--- config.mk ---
export PLATFORM = sky130hd
export DESIGN_NAME = hazard_stall_ctrl
export DESIGN_NICKNAME = d
export VERILOG_FILES = /design/src/rtl/hazard_stall_ctrl_pkg.sv /design/src/rtl/hazard_stall_ctrl_md_busy_cnt.sv /design/src/rtl/hazard_stall_ctrl.sv
export SDC_FILE = /design/constraint.sdc
export NUM_CORES = 1
export LEC_CHECK = 0
export ABC_AREA = 1
export CORE_MARGIN = 4
export CORE_UTILIZATION = 40
export DETAILED_ROUTE_END_ITERATION = 10
export GPL_TIMING_DRIVEN = 0
export SLEW_MARGIN = 20
export SYNTH_ARGS = -nofsm -noshare
export SYNTH_HDL_FRONTEND = slang
export SYNTH_SLANG_ARGS = --single-unit
--- constraint.sdc ---
create_clock -name clk -period 1.7 [get_ports clk]
set_input_delay 0.255 -clock clk [delete_from_list [all_inputs] [get_ports clk]]
set_output_delay 0.255 -clock clk [all_outputs]
set_load 0.01 [all_outputs]
--- src/rtl/hazard_stall_ctrl_pkg.sv ---
// Shared definitions for the hazard/stall controller: pipeline stage codes,
// forwarding-select encodings and default widths.
package hazard_stall_ctrl_pkg;

    localparam int TW_DEFAULT = 2;

    typedef enum logic [1:0] {
        STG_D = 2'd0,
        STG_E = 2'd1,
        STG_M = 2'd2,
        STG_W = 2'd3
    } stage_e;

    // A forwarding select names the stage the operand is taken from; D means the regfile.
    localparam logic [1:0] FWD_RF = STG_D;
    localparam logic [1:0] FWD_E  = STG_E;
    localparam logic [1:0] FWD_M  = STG_M;
    localparam logic [1:0] FWD_W  = STG_W;

    function automatic int max_int(input int a, input int b);
        return (a > b) ? a : b;
    endfunction

endpackage

--- src/rtl/hazard_stall_ctrl_md_busy_cnt.sv ---
// Mult/div occupancy counter: loads the unit latency on a start and counts
// down to idle; busy while nonzero.
module md_busy_cnt
    import hazard_stall_ctrl_pkg::*;
#(
    parameter int MULT_CYCLES = 5,
    parameter int DIV_CYCLES  = 10
) (
    input  logic clk,
    input  logic reset,
    input  logic start_i,
    input  logic is_div_i,
    output logic busy_o
);

    localparam int CW = $clog2(max_int(MULT_CYCLES, DIV_CYCLES) + 1);

    logic [CW-1:0] cnt_q;
    logic [CW-1:0] cnt_d;

    // A start while busy simply reloads; the unit restarts with the new operation.
    always_comb begin
        cnt_d = cnt_q;
        if (start_i) begin
            cnt_d = is_div_i ? CW'(DIV_CYCLES) : CW'(MULT_CYCLES);
        end else if (cnt_q != '0) begin
            cnt_d = cnt_q - CW'(1);
        end
    end

    always_ff @(posedge clk) begin
        if (reset) begin
            cnt_q <= '0;
        end else begin
            cnt_q <= cnt_d;
        end
    end

    assign busy_o = (cnt_q != '0);

endmodule

--- src/rtl/hazard_stall_ctrl.sv ---
// Stall and forwarding control for a D/E/M/W pipeline, with a private shadow
// of each stage's destination register and Tnew, plus mult/div occupancy.
module hazard_stall_ctrl
    import hazard_stall_ctrl_pkg::*;
#(
    parameter int RW          = 5,
    parameter int TW          = TW_DEFAULT,
    parameter int MULT_CYCLES = 5,
    parameter int DIV_CYCLES  = 10
) (
    input  logic          clk,
    input  logic          reset,
    input  logic [RW-1:0] d_rs,
    input  logic [RW-1:0] d_rt,
    input  logic [TW-1:0] d_tuse_rs,
    input  logic [TW-1:0] d_tuse_rt,
    input  logic [RW-1:0] d_dst,
    input  logic [TW-1:0] d_tnew,
    input  logic          d_is_md,
    input  logic          md_start,
    input  logic          md_is_div,
    output logic          stall,
    output logic [1:0]    fwd_d_rs,
    output logic [1:0]    fwd_d_rt,
    output logic [1:0]    fwd_e_rs,
    output logic [1:0]    fwd_e_rt,
    output logic          fwd_m_rt,
    output logic          md_busy
);

    logic [RW-1:0] dst_e_q, dst_e_d, rs_e_q, rs_e_d, rt_e_q, rt_e_d;
    logic [TW-1:0] tnew_e_q, tnew_e_d;
    logic [RW-1:0] dst_m_q, dst_m_d, rt_m_q, rt_m_d;
    logic [TW-1:0] tnew_m_q, tnew_m_d;
    logic [RW-1:0] dst_w_q, dst_w_d;
    logic [TW-1:0] tnew_w_q, tnew_w_d;

    logic rs_haz, rt_haz, md_haz;

    function automatic logic [TW-1:0] dec_sat(input logic [TW-1:0] t);
        return (t == '0) ? '0 : t - TW'(1);
    endfunction

    // First matching stage decides; a match that is not yet ready blocks older stages.
    function automatic logic [1:0] fwd_pick(
        input logic [RW-1:0] addr,
        input logic          use_e,
        input logic [RW-1:0] de,
        input logic [TW-1:0] te,
        input logic [RW-1:0] dm,
        input logic [TW-1:0] tm,
        input logic [RW-1:0] dw,
        input logic [TW-1:0] t_w
    );
        logic [1:0] sel;
        sel = FWD_RF;
        if (addr != '0) begin
            if (use_e && de == addr) begin
                if (te == '0) sel = FWD_E;
            end else if (dm == addr) begin
                if (tm == '0) sel = FWD_M;
            end else if (dw == addr && t_w == '0) begin
                sel = FWD_W;
            end
        end
        return sel;
    endfunction

    md_busy_cnt #(
        .MULT_CYCLES (MULT_CYCLES),
        .DIV_CYCLES  (DIV_CYCLES)
    ) u_md_busy_cnt (
        .clk      (clk),
        .reset    (reset),
        .start_i  (md_start),
        .is_div_i (md_is_div),
        .busy_o   (md_busy)
    );

    // Only E and M can still be producing a value the D instruction needs; W is always ready.
    always_comb begin
        rs_haz = (d_rs != '0) &&
                 ((dst_e_q == d_rs && tnew_e_q > d_tuse_rs) ||
                  (dst_m_q == d_rs && tnew_m_q > d_tuse_rs));
        rt_haz = (d_rt != '0) &&
                 ((dst_e_q == d_rt && tnew_e_q > d_tuse_rt) ||
                  (dst_m_q == d_rt && tnew_m_q > d_tuse_rt));
        md_haz = d_is_md && (md_start || md_busy);
        stall  = rs_haz || rt_haz || md_haz;
    end

    // NOTE: every next-state signal gets a value on every path so no latch is inferred.
    always_comb begin
        if (stall) begin
            dst_e_d  = '0;
            tnew_e_d = '0;
            rs_e_d   = '0;
            rt_e_d   = '0;
        end else begin
            dst_e_d  = d_dst;
            tnew_e_d = d_tnew;
            rs_e_d   = d_rs;
            rt_e_d   = d_rt;
        end
        dst_m_d  = dst_e_q;
        tnew_m_d = dec_sat(tnew_e_q);
        rt_m_d   = rt_e_q;
        dst_w_d  = dst_m_q;
        tnew_w_d = dec_sat(tnew_m_q);
    end

    // NOTE: non-blocking updates let every stage sample the previous stage's old value.
    always_ff @(posedge clk) begin
        if (reset) begin
            dst_e_q  <= '0;
            tnew_e_q <= '0;
            rs_e_q   <= '0;
            rt_e_q   <= '0;
            dst_m_q  <= '0;
            tnew_m_q <= '0;
            rt_m_q   <= '0;
            dst_w_q  <= '0;
            tnew_w_q <= '0;
        end else begin
            dst_e_q  <= dst_e_d;
            tnew_e_q <= tnew_e_d;
            rs_e_q   <= rs_e_d;
            rt_e_q   <= rt_e_d;
            dst_m_q  <= dst_m_d;
            tnew_m_q <= tnew_m_d;
            rt_m_q   <= rt_m_d;
            dst_w_q  <= dst_w_d;
            tnew_w_q <= tnew_w_d;
        end
    end

    always_comb begin
        fwd_d_rs = fwd_pick(d_rs, 1'b1, dst_e_q, tnew_e_q, dst_m_q, tnew_m_q, dst_w_q, tnew_w_q);
        fwd_d_rt = fwd_pick(d_rt, 1'b1, dst_e_q, tnew_e_q, dst_m_q, tnew_m_q, dst_w_q, tnew_w_q);
        fwd_e_rs = fwd_pick(rs_e_q, 1'b0, '0, '0, dst_m_q, tnew_m_q, dst_w_q, tnew_w_q);
        fwd_e_rt = fwd_pick(rt_e_q, 1'b0, '0, '0, dst_m_q, tnew_m_q, dst_w_q, tnew_w_q);
        fwd_m_rt = (fwd_pick(rt_m_q, 1'b0, '0, '0, '0, '0, dst_w_q, tnew_w_q) == FWD_W);
    end

endmodule

==> flow_metrics.py <==
metrics = {
    "status": {
        "status": "finished, violations left",
        "violations": "negative setup slack",
    },
    "synth": {
        "synthMuxAreaShare_pct": 0,
        "synth-xor-area-share_pct": 9.91,
        "async_flop_share_pct": 0,
        "synth_top_family_by_area": "simple AND/OR/NAND/NOR gates",
        "ys_top_cells_by_area": "dfxtp_1 (34%), nor2_1 (11%), inv_1 (10%)",
        "ys_types": 29,
        "synth_edf_count": 0,
        "synth_top_area_cell": "dfxtp_1",
        "ys.flop_type": "dfxtp_1",
        "yosysWarnings": 0,
        "seq_area_frac_synth_pct": 33.6,
        "syn_nets": 393,
        "synth.avg_cell_area_um2": 6.72,
        "synth_cells": 355,
        "synth_compound_area_share_pct": 6.76,
        "synthAdderAreaFrac_pct": 6.29,
        "synth_top_area_share_pct": 33.6,
        "syn_area_um2": 2390,
        "synth_most_common_cell": "nor2_1",
        "synthSimpleGateAreaFrac_pct": 31.4,
        "synth_common_cells": "nor2_1 (69), inv_1 (66), nand2_1 (62)",
        "ys_ff_latch": 40,
    },
    "power_and_ir_drop": {
        "ir_worst_vdd_v": 0.000420,
        "finalPower_uw": 2430,
        "power_leakage_uw": 0.00154,
        "powerDensity_nw_per_um2": 742,
    },
    "floorplanning": {
        "core-area_um2": 5640,
        "rows": 27,
        "dieHeight_um": 85.2,
        "io_pins": 37,
        "dieArea_um2": 7270,
        "initial_core_util_pct": 42.3,
        "die_x_um": 85.2,
    },
    "timing": {
        "tightest_slew_ns": 0.607,
        "rsz0062_at_grt": "true",
        "slew-limit-headroom_pct": 59.5,
        "period_minus_slack_ns": 1.82,
        "tns_ns": -0.884,
        "clock.fmax_mhz": 548,
        "setup_slack_ns": -0.124,
        "finalSetupViolations": 9,
        "drv_slew": 0,
        "skew_ns": 0.00653,
        "fin_crit_sh_pct": 107,
        "holdWs_ns": 0.252,
        "hold_viol_final": 0,
    },
    "worst_setup_path": {
        "r2r-start": "tnew_m_q[1]$_SDFF_PP0_",
        "path_max_fanout": 5,
        "crit_path_max_incr_delay_ns": 0.38,
        "crit_required_ns": 1.44,
        "worstSetupPathType": "reg2out",
        "path_buf_inv": 1,
        "crit_path_start_kind": "flip-flop",
        "crit_chain": "xor2_1 > nor3_1 > nand2_1 > nor2_2 > a21oi_2 > nor2_1 > buf_2",
        "r2r_slack_ns": 0.10,
        "endpoint_kind": "primary output",
        "reg2reg_depth": 11,
        "critPathLaunch": "dst_w_q[2]$_SDFF_PP0_",
        "slowest_stage": "dfxtp_4",
        "rr_endpoint": "rs_e_q[3]$_SDFF_PP0_",
        "arrival_ns": 1.57,
        "path_delay_family": "simple AND/OR/NAND/NOR gates",
        "crit_cells": 7,
    },
    "clocking": {
        "hold_buffers": 0,
        "clk_latency_ns": 0.30,
        "cts_htree_levels": 2,
        "clock_tree.buffer_depth": 2,
        "clk_pin_slew_ns": 0.08,
        "cts_tree": "yes",
        "clock_sinks": 40,
        "cts_buffers": 5,
        "clockRootBuffer": "clkbuf_8",
    },
    "final_layout": {
        "fillers": 549,
        "syn2layout_area_growth_pct": 37.3,
        "multiInputGateArea_um2": 1580,
        "stdcell_area_um2": 3280,
        "regArea_um2": 853,
        "antenna_cells": 0,
        "final_net_count": 439,
        "drive_above_1_share_pct": 30.8,
    },
    "placed_design": {
        "dpl_cell_area_um2": 2820,
        "hpwl_mm": 4.78,
        "io_buffers": 34,
        "routabilityCongestion": 0.818,
    },
    "detailed_routing": {
        "wl_per_cell_um": 13.8,
        "drc": 0,
        "vias": 2353,
        "drt_first_pass_iters": 4,
        "wirelength_mm": 6.55,
        "drtIter0Drc": 128,
        "viasPerCell": 4.96,
        "ant_nets": 0,
    },
    "global_routing": {
        "antenna_found_initial": 0,
        "grtUsageTotal_pct": 18.6,
        "grt_pass1_vias": 2258,
        "grt_pass1_wl_mm": 10.7,
        "grt-ovfl-total": 0,
        "grt_max_degree": 13,
    },
    "hold_path": {
        "whs_path_depth": 3,
        "hold_class": "in2reg",
        "hold_start": "d_rs[4]",
        "holdPathEnd": "rs_e_q[4]$_SDFF_PP0_",
    },
    "run": {
        "max_cap_viol_count": 0,
    },
}
[through the flow]
stage	util (%)	cells	setup slack, ns
after CTS	54.4	470	-0.153
after global placement	49.9	461	-0.830
after global routing	58.1	474	-0.243
after detailed placement	49.9	461	-0.832
final	58.1	474	-0.124
after floorplan	-	355	0.227
[layer usage]
layer | track usage (%) | part of all wire [%]
met1 | 25.1 | 46
met2 | 30.4 | 46
met3 | 4.37 | 7.1
met4 | 4.03 | 0.67
met5 | 0 | 0
[area by class of cell]
cell class                      instances  share of cell area [%]
Sequential cell                        40                    26.0
Buffer                                  5                    1.03
Inverter                               66                    8.25
Timing Repair Buffer                   42                    10.8
Clock buffer                            6                    2.52
Tap cell                               72                    2.75
Multi-Input combinational cell        241                    48.3
Clock inverter                          2                   0.305
[where the power goes]
group	leakage (uW)	internal [uW]	total, uW	switching [uW]
clock network	0.0000510	324	674	349
logic	0.00115	318	705	386
registers	0.000340	988	1050	65.2
total	0.00154	1630	2430	801
[state kept, by name, indices dropped and copies added, names as in the netlist]
name and flops:
dst_e_q 5, dst_m_q 5, dst_w_q 5, rs_e_q 5, rt_e_q 5, rt_m_q 5
tnew_e_q 2, tnew_m_q 2, tnew_w_q 2, u_md_busy_cnt.cnt_q 4
[worst min-delay path, delay by kind of cell]
kind                   cells  cell delay (ns)
buffers and inverters      2             0.21
and+or+nand+nor            1             0.04
[worst max path at each step]
stage	endpoint	slack (ns)
after floorplan	rs_e_q[3]$_SDFF_PP0_	0.23
after global placement	stall	-0.83
after detailed placement	stall	-0.83
after CTS	fwd_e_rs[1]	-0.15
after global routing	fwd_d_rs[0]	-0.24
final	fwd_d_rs[1]	-0.12
[logic make-up after synthesis]
| group | after synthesis |
|---|---|
| buf+inv | 74 |
| compound gates | 28 |
| flops | 40 |
| simple gates | 174 |
| fa+ha+maj | 12 |
| xor+xnor | 27 |
[cell usage in the layout (no fill, tap or decap), types with 6 or more instances in the layout]
cell type | synthesis | routed
nor2_2 | 0 | 7
dfxtp_4 | 0 | 11
dfxtp_1 | 40 | 20
nand2_1 | 62 | 57
nand2_2 | 1 | 6
ha_4 | 0 | 8
dfxtp_2 | 0 | 9
clkdlybuf4s50_1 | 0 | 11
xnor2_1 | 12 | 12
nand4_1 | 13 | 13
clkbuf_8 | 0 | 6
dlygate4sd2_1 | 0 | 12
buf_2 | 1 | 9
nor2_1 | 69 | 59
nor3_1 | 16 | 9
inv_1 | 66 | 45
nor3_2 | 0 | 7
buf_4 | 0 | 7
inv_2 | 0 | 14
xor2_1 | 15 | 14
a21oi_1 | 12 | 6
[timing repair]
item | 4_1_cts | 5_1_grt
setup buffers | 4 | 4
pin swaps | 34 | 27
setup endpoints to repair | 21 | 20
resized for setup | 129 | 46
Note: power is estimated with default switching activity, not from simulation.
